<file path="config.mk">
export PLATFORM = sky130hd
export DESIGN_NAME = wb_arbiter_flat
export DESIGN_NICKNAME = d
export VERILOG_FILES = /design/src/rtl/wb_arbiter_if.sv /design/src/rtl/wb_arbiter.sv /design/src/flat_wrapper.sv
export SDC_FILE = /design/constraint.sdc
export NUM_CORES = 1
export LEC_CHECK = 0
export ABC_AREA = 1
export CAP_MARGIN = 15
export CORE_MARGIN = 1.5
export CORE_UTILIZATION = 30
export DETAILED_ROUTE_END_ITERATION = 10
export GPL_ROUTABILITY_DRIVEN = 0
export PLACE_DENSITY = 0.59
export SLEW_MARGIN = 0
export SYNTH_ARGS = -nofsm -noshare
export SYNTH_HDL_FRONTEND = slang
export SYNTH_SLANG_ARGS = --single-unit
</file>
<file path="constraint.sdc">
create_clock -name clk -period 3.33 [get_ports clk]
set_input_delay 0.666 -clock clk [delete_from_list [all_inputs] [get_ports clk]]
set_output_delay 0.666 -clock clk [all_outputs]
set_load 0.03 [all_outputs]
</file>
<file path="src/rtl/wb_arbiter_if.sv">
`default_nettype none
// ============================================================================
// Module : wb_arbiter_if
// Brief  : Writeback request, MD result and register-file port bundle.
// Rev    : 1.0
// ============================================================================
interface wb_arbiter_if #(
  parameter int N = 32
) ();

  logic         pipe_valid;
  logic [4:0]   pipe_rd;
  logic [N-1:0] pipe_data;

  logic         md_valid;
  logic [4:0]   md_rd;
  logic [N-1:0] md_data;
  logic         md_ready;
  logic         md_issue;
  logic [4:0]   md_issue_rd;

  logic         rf_we;
  logic [4:0]   rf_waddr;
  logic [N-1:0] rf_wdata;

  logic [31:0]  busy_vec;
  logic         pipe_stall;
  logic         waw_err;
  logic         proto_err;

  modport master (
    output pipe_valid, pipe_rd, pipe_data,
    output md_valid, md_rd, md_data, md_issue, md_issue_rd,
    input  md_ready,
    input  rf_we, rf_waddr, rf_wdata,
    input  busy_vec, pipe_stall, waw_err, proto_err
  );

  modport slave (
    input  pipe_valid, pipe_rd, pipe_data,
    input  md_valid, md_rd, md_data, md_issue, md_issue_rd,
    output md_ready,
    output rf_we, rf_waddr, rf_wdata,
    output busy_vec, pipe_stall, waw_err, proto_err
  );

endinterface
`default_nettype wire

</file>
<file path="src/rtl/wb_arbiter.sv">
`default_nettype none
// ============================================================================
// Module : wb_arbiter
// Brief  : Register-file writeback arbiter between the main pipeline and a
//          FIFO of multiply/divide results, with starvation-forced drain.
// Rev    : 1.0
// ============================================================================
module wb_arbiter #(
  parameter int N            = 32,
  parameter int DEPTH        = 2,
  parameter int STARVE_LIMIT = 4
) (
  input  logic       clk,
  input  logic       reset,
  wb_arbiter_if.slave bus
);

  localparam int c_pw = (DEPTH > 1) ? $clog2(DEPTH) : 1;
  localparam int c_cw = c_pw + 1;
  localparam int c_sw = (STARVE_LIMIT > 0) ? $clog2(STARVE_LIMIT + 1) : 1;

  localparam logic [c_cw-1:0] c_depth = c_cw'(DEPTH);
  localparam logic [c_sw-1:0] c_limit = c_sw'(STARVE_LIMIT);

  // MD result FIFO storage
  logic [4:0]      r_fifo_rd   [DEPTH];
  logic [N-1:0]    r_fifo_data [DEPTH];
  logic [c_pw-1:0] r_wptr;
  logic [c_pw-1:0] r_rptr;
  logic [c_cw-1:0] r_count;

  logic [c_sw-1:0] r_starve;
  logic [c_sw-1:0] w_starve_next;
  logic            r_stall;

  logic [31:0]     r_busy;
  logic [31:0]     w_busy_next;

  logic            r_rf_we;
  logic [4:0]      r_rf_waddr;
  logic [N-1:0]    r_rf_wdata;
  logic            r_waw_err;
  logic            r_proto_err;

  logic            w_md_ready;
  logic            w_fifo_empty;
  logic            w_push;
  logic            w_pop;
  logic            w_pipe_eff;
  logic [4:0]      w_head_rd;
  logic [N-1:0]    w_head_data;

  // Request decode and selection
  always_comb begin
    w_md_ready   = (r_count < c_depth);
    w_fifo_empty = (r_count == '0);
    w_push       = bus.md_valid && w_md_ready;
    w_pipe_eff   = bus.pipe_valid && (bus.pipe_rd != 5'd0) && !r_stall;
    w_pop        = !w_pipe_eff && !w_fifo_empty;
    w_head_rd    = r_fifo_rd[r_rptr];
    w_head_data  = r_fifo_data[r_rptr];
  end

  // Heads only become visible through the registered count, so a result
  // pushed this cycle cannot be selected until the next one.
  always_ff @(posedge clk) begin
    if (w_push) begin
      r_fifo_rd[r_wptr]   <= bus.md_rd;
      r_fifo_data[r_wptr] <= bus.md_data;
    end
  end

  always_ff @(posedge clk or posedge reset) begin
    if (reset) begin
      r_wptr  <= '0;
      r_rptr  <= '0;
      r_count <= '0;
    end else begin
      if (w_push) begin
        r_wptr <= r_wptr + c_pw'(1);
      end
      if (w_pop) begin
        r_rptr <= r_rptr + c_pw'(1);
      end
      case ({w_push, w_pop})
        2'b10:   r_count <= r_count + c_cw'(1);
        2'b01:   r_count <= r_count - c_cw'(1);
        default: r_count <= r_count;
      endcase
    end
  end

  always_comb begin
    w_starve_next = r_starve;
    if (w_fifo_empty || w_pop) begin
      w_starve_next = '0;
    end else if (r_starve != c_limit) begin
      w_starve_next = r_starve + c_sw'(1);
    end
  end

  // The stall is a single-cycle pulse: the head pops during it, so the
  // counter restarts from zero afterwards.
  always_ff @(posedge clk or posedge reset) begin
    if (reset) begin
      r_starve <= '0;
      r_stall  <= 1'b0;
    end else begin
      r_starve <= w_starve_next;
      r_stall  <= (r_starve == c_limit) && !r_stall;
    end
  end

  // A new issue to the same register outranks retiring the older result.
  always_comb begin
    w_busy_next = r_busy;
    if (w_pop && (w_head_rd != 5'd0)) begin
      w_busy_next[w_head_rd] = 1'b0;
    end
    if (bus.md_issue) begin
      w_busy_next[bus.md_issue_rd] = 1'b1;
    end
    w_busy_next[0] = 1'b0;
  end

  always_ff @(posedge clk or posedge reset) begin
    if (reset) begin
      r_busy <= '0;
    end else begin
      r_busy <= w_busy_next;
    end
  end

  // Register-file write port; address and data hold when nothing is written.
  always_ff @(posedge clk or posedge reset) begin
    if (reset) begin
      r_rf_we    <= 1'b0;
      r_rf_waddr <= '0;
      r_rf_wdata <= '0;
    end else if (w_pipe_eff) begin
      r_rf_we    <= 1'b1;
      r_rf_waddr <= bus.pipe_rd;
      r_rf_wdata <= bus.pipe_data;
    end else if (w_pop && (w_head_rd != 5'd0)) begin
      r_rf_we    <= 1'b1;
      r_rf_waddr <= w_head_rd;
      r_rf_wdata <= w_head_data;
    end else begin
      r_rf_we    <= 1'b0;
    end
  end

  always_ff @(posedge clk or posedge reset) begin
    if (reset) begin
      r_waw_err   <= 1'b0;
      r_proto_err <= 1'b0;
    end else begin
      if (w_pipe_eff && r_busy[bus.pipe_rd]) begin
        r_waw_err <= 1'b1;
      end
      if (bus.pipe_valid && r_stall) begin
        r_proto_err <= 1'b1;
      end
    end
  end

  assign bus.md_ready   = w_md_ready;
  assign bus.rf_we      = r_rf_we;
  assign bus.rf_waddr   = r_rf_waddr;
  assign bus.rf_wdata   = r_rf_wdata;
  assign bus.busy_vec   = r_busy;
  assign bus.pipe_stall = r_stall;
  assign bus.waw_err    = r_waw_err;
  assign bus.proto_err  = r_proto_err;

endmodule
`default_nettype wire

</file>
<file path="src/flat_wrapper.sv">
// flat-port wrapper written by rule: the top's interface ports become plain ports
module wb_arbiter_flat 
#(
  parameter int N            = 32,
  parameter int DEPTH        = 2,
  parameter int STARVE_LIMIT = 4
)
  (clk, reset, bus_pipe_valid, bus_pipe_rd, bus_pipe_data, bus_md_valid, bus_md_rd, bus_md_data, bus_md_issue, bus_md_issue_rd, bus_md_ready, bus_rf_we, bus_rf_waddr, bus_rf_wdata, bus_busy_vec, bus_pipe_stall, bus_waw_err, bus_proto_err);
  wb_arbiter_if #(.N(N)) bus_i ();
  input  logic clk;
  input  logic reset;
  input wire logic [$bits(bus_i.pipe_valid)-1:0] bus_pipe_valid;
  input wire logic [$bits(bus_i.pipe_rd)-1:0] bus_pipe_rd;
  input wire logic [$bits(bus_i.pipe_data)-1:0] bus_pipe_data;
  input wire logic [$bits(bus_i.md_valid)-1:0] bus_md_valid;
  input wire logic [$bits(bus_i.md_rd)-1:0] bus_md_rd;
  input wire logic [$bits(bus_i.md_data)-1:0] bus_md_data;
  input wire logic [$bits(bus_i.md_issue)-1:0] bus_md_issue;
  input wire logic [$bits(bus_i.md_issue_rd)-1:0] bus_md_issue_rd;
  output wire logic [$bits(bus_i.md_ready)-1:0] bus_md_ready;
  output wire logic [$bits(bus_i.rf_we)-1:0] bus_rf_we;
  output wire logic [$bits(bus_i.rf_waddr)-1:0] bus_rf_waddr;
  output wire logic [$bits(bus_i.rf_wdata)-1:0] bus_rf_wdata;
  output wire logic [$bits(bus_i.busy_vec)-1:0] bus_busy_vec;
  output wire logic [$bits(bus_i.pipe_stall)-1:0] bus_pipe_stall;
  output wire logic [$bits(bus_i.waw_err)-1:0] bus_waw_err;
  output wire logic [$bits(bus_i.proto_err)-1:0] bus_proto_err;
  assign bus_i.pipe_valid = bus_pipe_valid;
  assign bus_i.pipe_rd = bus_pipe_rd;
  assign bus_i.pipe_data = bus_pipe_data;
  assign bus_i.md_valid = bus_md_valid;
  assign bus_i.md_rd = bus_md_rd;
  assign bus_i.md_data = bus_md_data;
  assign bus_i.md_issue = bus_md_issue;
  assign bus_i.md_issue_rd = bus_md_issue_rd;
  assign bus_md_ready = bus_i.md_ready;
  assign bus_rf_we = bus_i.rf_we;
  assign bus_rf_waddr = bus_i.rf_waddr;
  assign bus_rf_wdata = bus_i.rf_wdata;
  assign bus_busy_vec = bus_i.busy_vec;
  assign bus_pipe_stall = bus_i.pipe_stall;
  assign bus_waw_err = bus_i.waw_err;
  assign bus_proto_err = bus_i.proto_err;
  wb_arbiter #(.N(N), .DEPTH(DEPTH), .STARVE_LIMIT(STARVE_LIMIT)) u_core (.clk(clk), .reset(reset), .bus(bus_i));
endmodule
</file>
==> reports/qor.txt, run 1 <==
average footprint of a synthesized cell: 9.74 um^2
Iter 0 DRT Violations: 354
setup repair after global routing missed its margin: false
critical path required time: 3690 ps
switching power share of the total: 40.4%
Core Util, Final: 41.9%
CP Data Arrival Time: 2880 ps
multi-input logic area: 2260 um^2
area leader, netlist: sky130_fd_sc_hd__edfxtp_1
number of buffers on the longest clock path: 2
fraction of synthesized cell area taken by the top area cell type: 32.8%
CP cell instances: buf_4 > nand2_1 > o21ai_1 > nand2_1 > nor2_2 > nand2_1 > nand2_1 > buf_4 > nand3_1 > nand2_1
summed instance area of the synthesized netlist: 6770 um^2
first-pass GRT wire length: 29.9 mm
Startpoint Class: register
Psw: 3.37 mW
maximum fanout along the worst path: 32
Clk pin slew, worst setup/hold paths: 60 ps
sequential share of power: 36.2%
number of distinct library cell variants in the gate-level netlist after synthesis: 27
post-CTS setup-driven buffer insertion count: 0
maximum clock skew at final layout: 11.2 ps
clock network fraction of total power: 21.8%
design internal power: 4.97 mW
number of sinks driven by the clock tree: 153
deepest level of the CTS H-tree: 4
proportion of synthesized chip area in sequential cells: 62.1%
delay contributed by the slowest stage of the critical path: 520 ps
standard-cell rows: 54
power per cell area: 906 nW/um^2
number of instances resized during post-cts repair: 0
starting density of the core: 30.8%
I/O pin total: 158
Layout fillers: 2,128
final HPWL from detailed placement: 13.3 mm
number of clock buffers inserted by TritonCTS: 17
clock period minus worst slack: 2520 ps
cell type of the slowest stage on the worst timing path: sky130_fd_sc_hd__dfrtp_2
die span in y: 153 um
Fmax achieved: 0.396 GHz
most numerous cell on the critical path: sky130_fd_sc_hd__nand2_1
synthesis-stage register bit count: 153
number of routed nets with antenna violations: 0
Post-Place Cell Area: 8640 um^2
core box area: 22,000 um^2
initial antenna violation count: 1
routed length per placed instance: 16.6 um
count of buffers from port buffering: 156
status: finished, violations left
Inst Count DP: 1,114
Post-Route WL: 19.0 mm
clock latency of the later-clocked register in the worst-skew pair: 420 ps
leading cell types in the layout, fill and taps excluded: 221 x sky130_fd_sc_hd__nand2_1, 156 x sky130_fd_sc_hd__clkdlybuf4s50_1, 78 x sky130_fd_sc_hd__dfrtp_1, 76 x sky130_fd_sc_hd__nand3_1, 74 x sky130_fd_sc_hd__edfxtp_1
share of layout cells above drive strength 1: 10.3%
number of nets at the end of the flow: 940
Critical path buffers and inverters: 2
nature of the critical path endpoint: register
final worst-path cycle share: 75.8%
smallest setup slack after layout: 806 ps
total power draw: 8.33 mW
setup-violating endpoint count in the final report: 0
GRT Resource Usage Total: 16.6%
clock tree from TritonCTS: yes
pin count of the biggest net entering global routing: 41
Avg Vias per Cell: 4.73
Worst Setup Slack post-DPL: 502 ps
Largest delay share family, worst path: simple AND/OR/NAND/NOR gates
worst max-slew margin expressed relative to the limit: 51.8%
via count of the first global-routing pass: 5,320
Pre-Repair DR Iteration Count: 8
violated checks: design-rule violations
leak pwr: 3.83 nW
final count of pins violating max slew: 0
part of the total power dissipated in combinational logic: 42.0%
total vias in the final route: 5,421
Yosys warning count: 0
worst hold slack: 460 ps
clock root cell: sky130_fd_sc_hd__clkbuf_16
Post-Layout Cell Count: 1,147
drt drc: 4
slew of the pin with the lowest slew margin: 722 ps
peak ir drop on the vdd network: 0.000334 V
Max Cap Viol: 0
grt ovf: 0
cts hold-fix bufs: 0
Total Die Area: 23,500 um^2
total count of hold-check failures in the final report: 0
die span in x: 153 um
Non-Filler Cell Area, Final: 9200 um^2
critical path start-end classification: reg2reg
register area: 4200 um^2
worst hold path class: reg2reg
post-synthesis net count: 782
commonest non-fill, non-tap cell in the layout: sky130_fd_sc_hd__nand2_1
Area growth syn-to-layout: 35.9%
post-synthesis cell count: 695
cell types with the largest area share after synthesis: sky130_fd_sc_hd__edfxtp_1 33%, sky130_fd_sc_hd__dfrtp_1 29%, sky130_fd_sc_hd__nand2_1 12%
TNS Setup: 0 ps
## synthesized netlist by cell type
cell,n
sky130_fd_sc_hd__a21o_1,1
sky130_fd_sc_hd__a21oi_1,3
sky130_fd_sc_hd__buf_1,1
sky130_fd_sc_hd__buf_2,12
sky130_fd_sc_hd__buf_4,6
sky130_fd_sc_hd__buf_6,4
sky130_fd_sc_hd__clkbuf_1,10
sky130_fd_sc_hd__clkinv_1,1
sky130_fd_sc_hd__conb_1,1
sky130_fd_sc_hd__dfrtp_1,79
sky130_fd_sc_hd__edfxtp_1,74
sky130_fd_sc_hd__ha_1,3
sky130_fd_sc_hd__inv_1,32
sky130_fd_sc_hd__inv_2,3
sky130_fd_sc_hd__nand2_1,222
sky130_fd_sc_hd__nand2_2,2
sky130_fd_sc_hd__nand3_1,76
sky130_fd_sc_hd__nand4_1,2
sky130_fd_sc_hd__nor2_1,17
sky130_fd_sc_hd__nor2_2,1
sky130_fd_sc_hd__nor3_1,1
sky130_fd_sc_hd__o211ai_1,32
sky130_fd_sc_hd__o21ai_0,68
sky130_fd_sc_hd__o21ai_1,6
sky130_fd_sc_hd__or2_2,32
sky130_fd_sc_hd__xnor2_1,2
sky130_fd_sc_hd__xor2_1,4
## sequential cells by signal (all words and copies together) (netlist names)
| signal | count |
|---|---|
| u_core.r_fifo_data | 64 |
| u_core.r_fifo_rd | 10 |
| u_core.bus.busy_vec | 31 |
| u_core.bus.rf_we | 1 |
| u_core.bus.waw_err | 1 |
| u_core.bus.proto_err | 1 |
| u_core.bus.pipe_stall | 1 |
| u_core.r_starve | 3 |
| u_core.r_rptr | 1 |
| u_core.r_wptr | 1 |
| u_core.r_count | 2 |
| u_core.bus.rf_wdata | 32 |
| u_core.bus.rf_waddr | 5 |
## layer usage
layer	GRT usage, %	routed length [um]	share of wire [%]	up-vias
li1	-	-	-	2667
met1	22.6	8730	46	2584
met2	26.6	9100	48	144
met3	3.06	790	4.2	26
met4	6.02	388	2.0	0
met5	0	0	0	-
## power groups by stage
stage	combinational (mW)	clock [mW]	sequential, mW
2_1_floorplan	1.33	0	3.75
3_3_place_gp	3.50	0	3.04
3_5_place_dp	3.54	0	3.05
4_1_cts	3.54	1.86	3.02
5_1_grt	3.80	1.94	3.09
6_report	3.50	1.82	3.01
## cell type report
type | count | share of cell area [%]
antenna | 1 | 0.0272
clock buffer | 21 | 5.13
clock inverter | 11 | 0.911
inverter | 36 | 1.48
multi-input combinational | 473 | 24.6
sequential | 153 | 45.7
tap | 280 | 3.81
timing repair buffer | 172 | 18.4
## kinds of logic (layout without fill, tap and decap cells)
kind of cell / count (synthesis) / count (layout) / synth area share (%)
other cells: 1 / 2 / 0.0554
buf+inv: 69 / 240 / 4.83
simple gates: 353 / 353 / 22.4
fa+ha+maj: 3 / 3 / 0.555
xor+xnor: 6 / 6 / 0.777
compound gates: 110 / 110 / 9.36
flops: 153 / 153 / 62.1
## worst reg2reg max path, delay by kind of cell (launching register included)
family / cells / cell delay (ps)
and+or+nand+nor: 7 / 860
buffers and inverters: 2 / 730
DFF: 1 / 520
AOI/OAI and AO/OA: 1 / 350
## final timing paths
kind	depth (start not counted)	start	slack [ps]	end
setup / recovery	10	u_core.r_rptr	810	u_core.bus.rf_wdata[12]
hold / removal	1	u_core.bus.proto_err	460	u_core.bus.proto_err
setup reg to reg	10	u_core.r_rptr	810	u_core.bus.rf_wdata[12]
hold reg to reg	1	u_core.bus.proto_err	460	u_core.bus.proto_err
max in group asynchronous	3	reset	2030	u_core.bus.rf_wdata[0]
min in group asynchronous	2	reset	670	u_core.bus.rf_waddr[3]
Power figures use the tool's default switching activity.
==> inputs of run 2 (changes only) <==
clock period = 2.4 ns   (was 3.33 ns; I/O delays follow)
==> run 2 against run 1 <==
The flow still finishes with violations (design-rule violations); sequential power increased by 38%; via count increased by 1.1%; clock skew rose by 0.94 ps; combinational power is 43% higher; sequential share of layout area is 1.2 points lower; cell count up 1.0%; global-route usage barely moved; routed wire length down 0.76%; critical path depth decreased by 8; first-iteration DRC count decreased by 26%; die area is the same; largest cell class unchanged; highest routed layer unchanged.
==> reports/qor.txt, run 2 (synthesis results as in run 1) <==
status: finished, violations left
violated checks: design-rule violations
number of clock buffers inserted by TritonCTS: 17
Clk pin slew, worst setup/hold paths: 60 ps
worst hold slack: 464 ps
total power draw: 12.1 mW
leak pwr: 3.94 nW
via count of the first global-routing pass: 5,414
number of buffers on the longest clock path: 2
first-pass GRT wire length: 30.1 mm
Avg Vias per Cell: 4.73
routed length per placed instance: 16.3 um
Total Die Area: 23,500 um^2
share of layout cells above drive strength 1: 11.6%
final worst-path cycle share: 90.2%
maximum fanout along the worst path: 3
peak ir drop on the vdd network: 0.000499 V
cts hold-fix bufs: 0
Max Cap Viol: 0
Post-Route WL: 18.9 mm
drt drc: 9
clock root cell: sky130_fd_sc_hd__clkbuf_16
Inst Count DP: 1,126
Fmax achieved: 0.462 GHz
Pre-Repair DR Iteration Count: 8
I/O pin total: 158
Non-Filler Cell Area, Final: 9440 um^2
setup repair after global routing missed its margin: false
critical path required time: 1920 ps
clock tree from TritonCTS: yes
maximum clock skew at final layout: 12.2 ps
register area: 4200 um^2
count of buffers from port buffering: 156
final HPWL from detailed placement: 13.2 mm
number of routed nets with antenna violations: 0
Iter 0 DRT Violations: 262
Post-Place Cell Area: 8800 um^2
core box area: 22,000 um^2
deepest level of the CTS H-tree: 4
Layout fillers: 2,148
pin count of the biggest net entering global routing: 65
leading cell types in the layout, fill and taps excluded: 221 x sky130_fd_sc_hd__nand2_1, 156 x sky130_fd_sc_hd__clkdlybuf4s50_1, 78 x sky130_fd_sc_hd__dfrtp_1, 76 x sky130_fd_sc_hd__nand3_1, 74 x sky130_fd_sc_hd__edfxtp_1
nature of the critical path endpoint: output pin
commonest non-fill, non-tap cell in the layout: sky130_fd_sc_hd__nand2_1
clock latency of the later-clocked register in the worst-skew pair: 420 ps
CP Data Arrival Time: 1690 ps
setup-violating endpoint count in the final report: 0
power per cell area: 1280 nW/um^2
standard-cell rows: 54
GRT Resource Usage Total: 16.6%
die span in x: 153 um
clock period minus worst slack: 2170 ps
number of nets at the end of the flow: 952
register ranked first by flip-flop count: u_core.r_fifo_data
post-CTS setup-driven buffer insertion count: 0
Area growth syn-to-layout: 39.5%
total count of hold-check failures in the final report: 0
worst hold path class: reg2reg
flip-flop count of the largest register, all copies and words added: 64
Core Util, Final: 43.0%
total vias in the final route: 5,479
die span in y: 153 um
final count of pins violating max slew: 0
internal reg-to-reg setup slack: 440 ps
number of instances resized during post-cts repair: 0
Post-Layout Cell Count: 1,159
number of sinks driven by the clock tree: 153
starting density of the core: 30.8%
multi-input logic area: 2260 um^2
initial antenna violation count: 1
grt ovf: 0
critical path start-end classification: reg2out
Startpoint Class: register
## run 2: cell count changes in the layout (fill, tap and decap cells not counted), moves of 3 or more
cell and delta:
sky130_fd_sc_hd__inv_8 +3, sky130_fd_sc_hd__bufinv_16 +4, sky130_fd_sc_hd__clkinv_2 -3, sky130_fd_sc_hd__buf_12 +5, sky130_fd_sc_hd__buf_4 +7
## run 2: worst max-delay path, stage by stage (launching register included)
cell	delay [ps]
sky130_fd_sc_hd__dfrtp_1	370
sky130_fd_sc_hd__inv_1	180
sky130_fd_sc_hd__clkdlybuf4s50_1	720
## run 2: cell type report
| class | count | area share (%) |
|---|---|---|
| clock inverters | 14 | 2.23 |
| diodes | 1 | 0.0265 |
| repair buffers | 184 | 19.6 |
| inverters | 36 | 1.47 |
| flip-flops and latches | 153 | 44.5 |
| multi-input cells | 473 | 24.0 |
| clock buffers | 18 | 4.55 |
| well taps | 280 | 3.71 |
## run 2: where the power goes
part           internal, mW  leakage [nW]  switching, mW
clock network          1.77         0.300           1.13
logic                  1.94          2.00           3.06
registers              3.63          1.64          0.530
## run 2: worst paths after layout
path / depth (start not counted) / end / from
worst max-delay path: 2 / bus_md_ready / u_core.r_count[1]
worst min-delay path: 1 / u_core.bus.proto_err / u_core.bus.proto_err
min in group asynchronous: 3 / u_core.bus.rf_wdata[1] / reset
max in group asynchronous: 3 / u_core.r_rptr / reset
worst min register to register: 1 / u_core.bus.proto_err / u_core.bus.proto_err
worst max register to register: 6 / u_core.bus.busy_vec[23] / u_core.r_rptr
## run 2: through the flow
stage | setup slack, ps | TNS [ps]
final | 234 | 0
after global routing | 162 | 0
after CTS | 217 | 0
after detailed placement | 34.7 | 0
after global placement | 33.6 | 0
after floorplan | -397 | -29400
## run 2: routing by layer
layer  up-vias  wire [um]  global-route usage (%)  part of all wire [%]
met5         -          0                       0                     0
met4         0        416                    6.58                   2.2
met3        27        900                    4.14                   4.8
met2       140       9010                    26.3                    48
met1      2624       8540                    22.0                    45
li1       2688          -                       -                     -
==> inputs of run 3 (changes only) <==
ABC_CLOCK_PERIOD_IN_PS = 2400   (was not set)
==> results of run 3 <==
The final DEF is identical to that of run 2; final timing and power are the same.
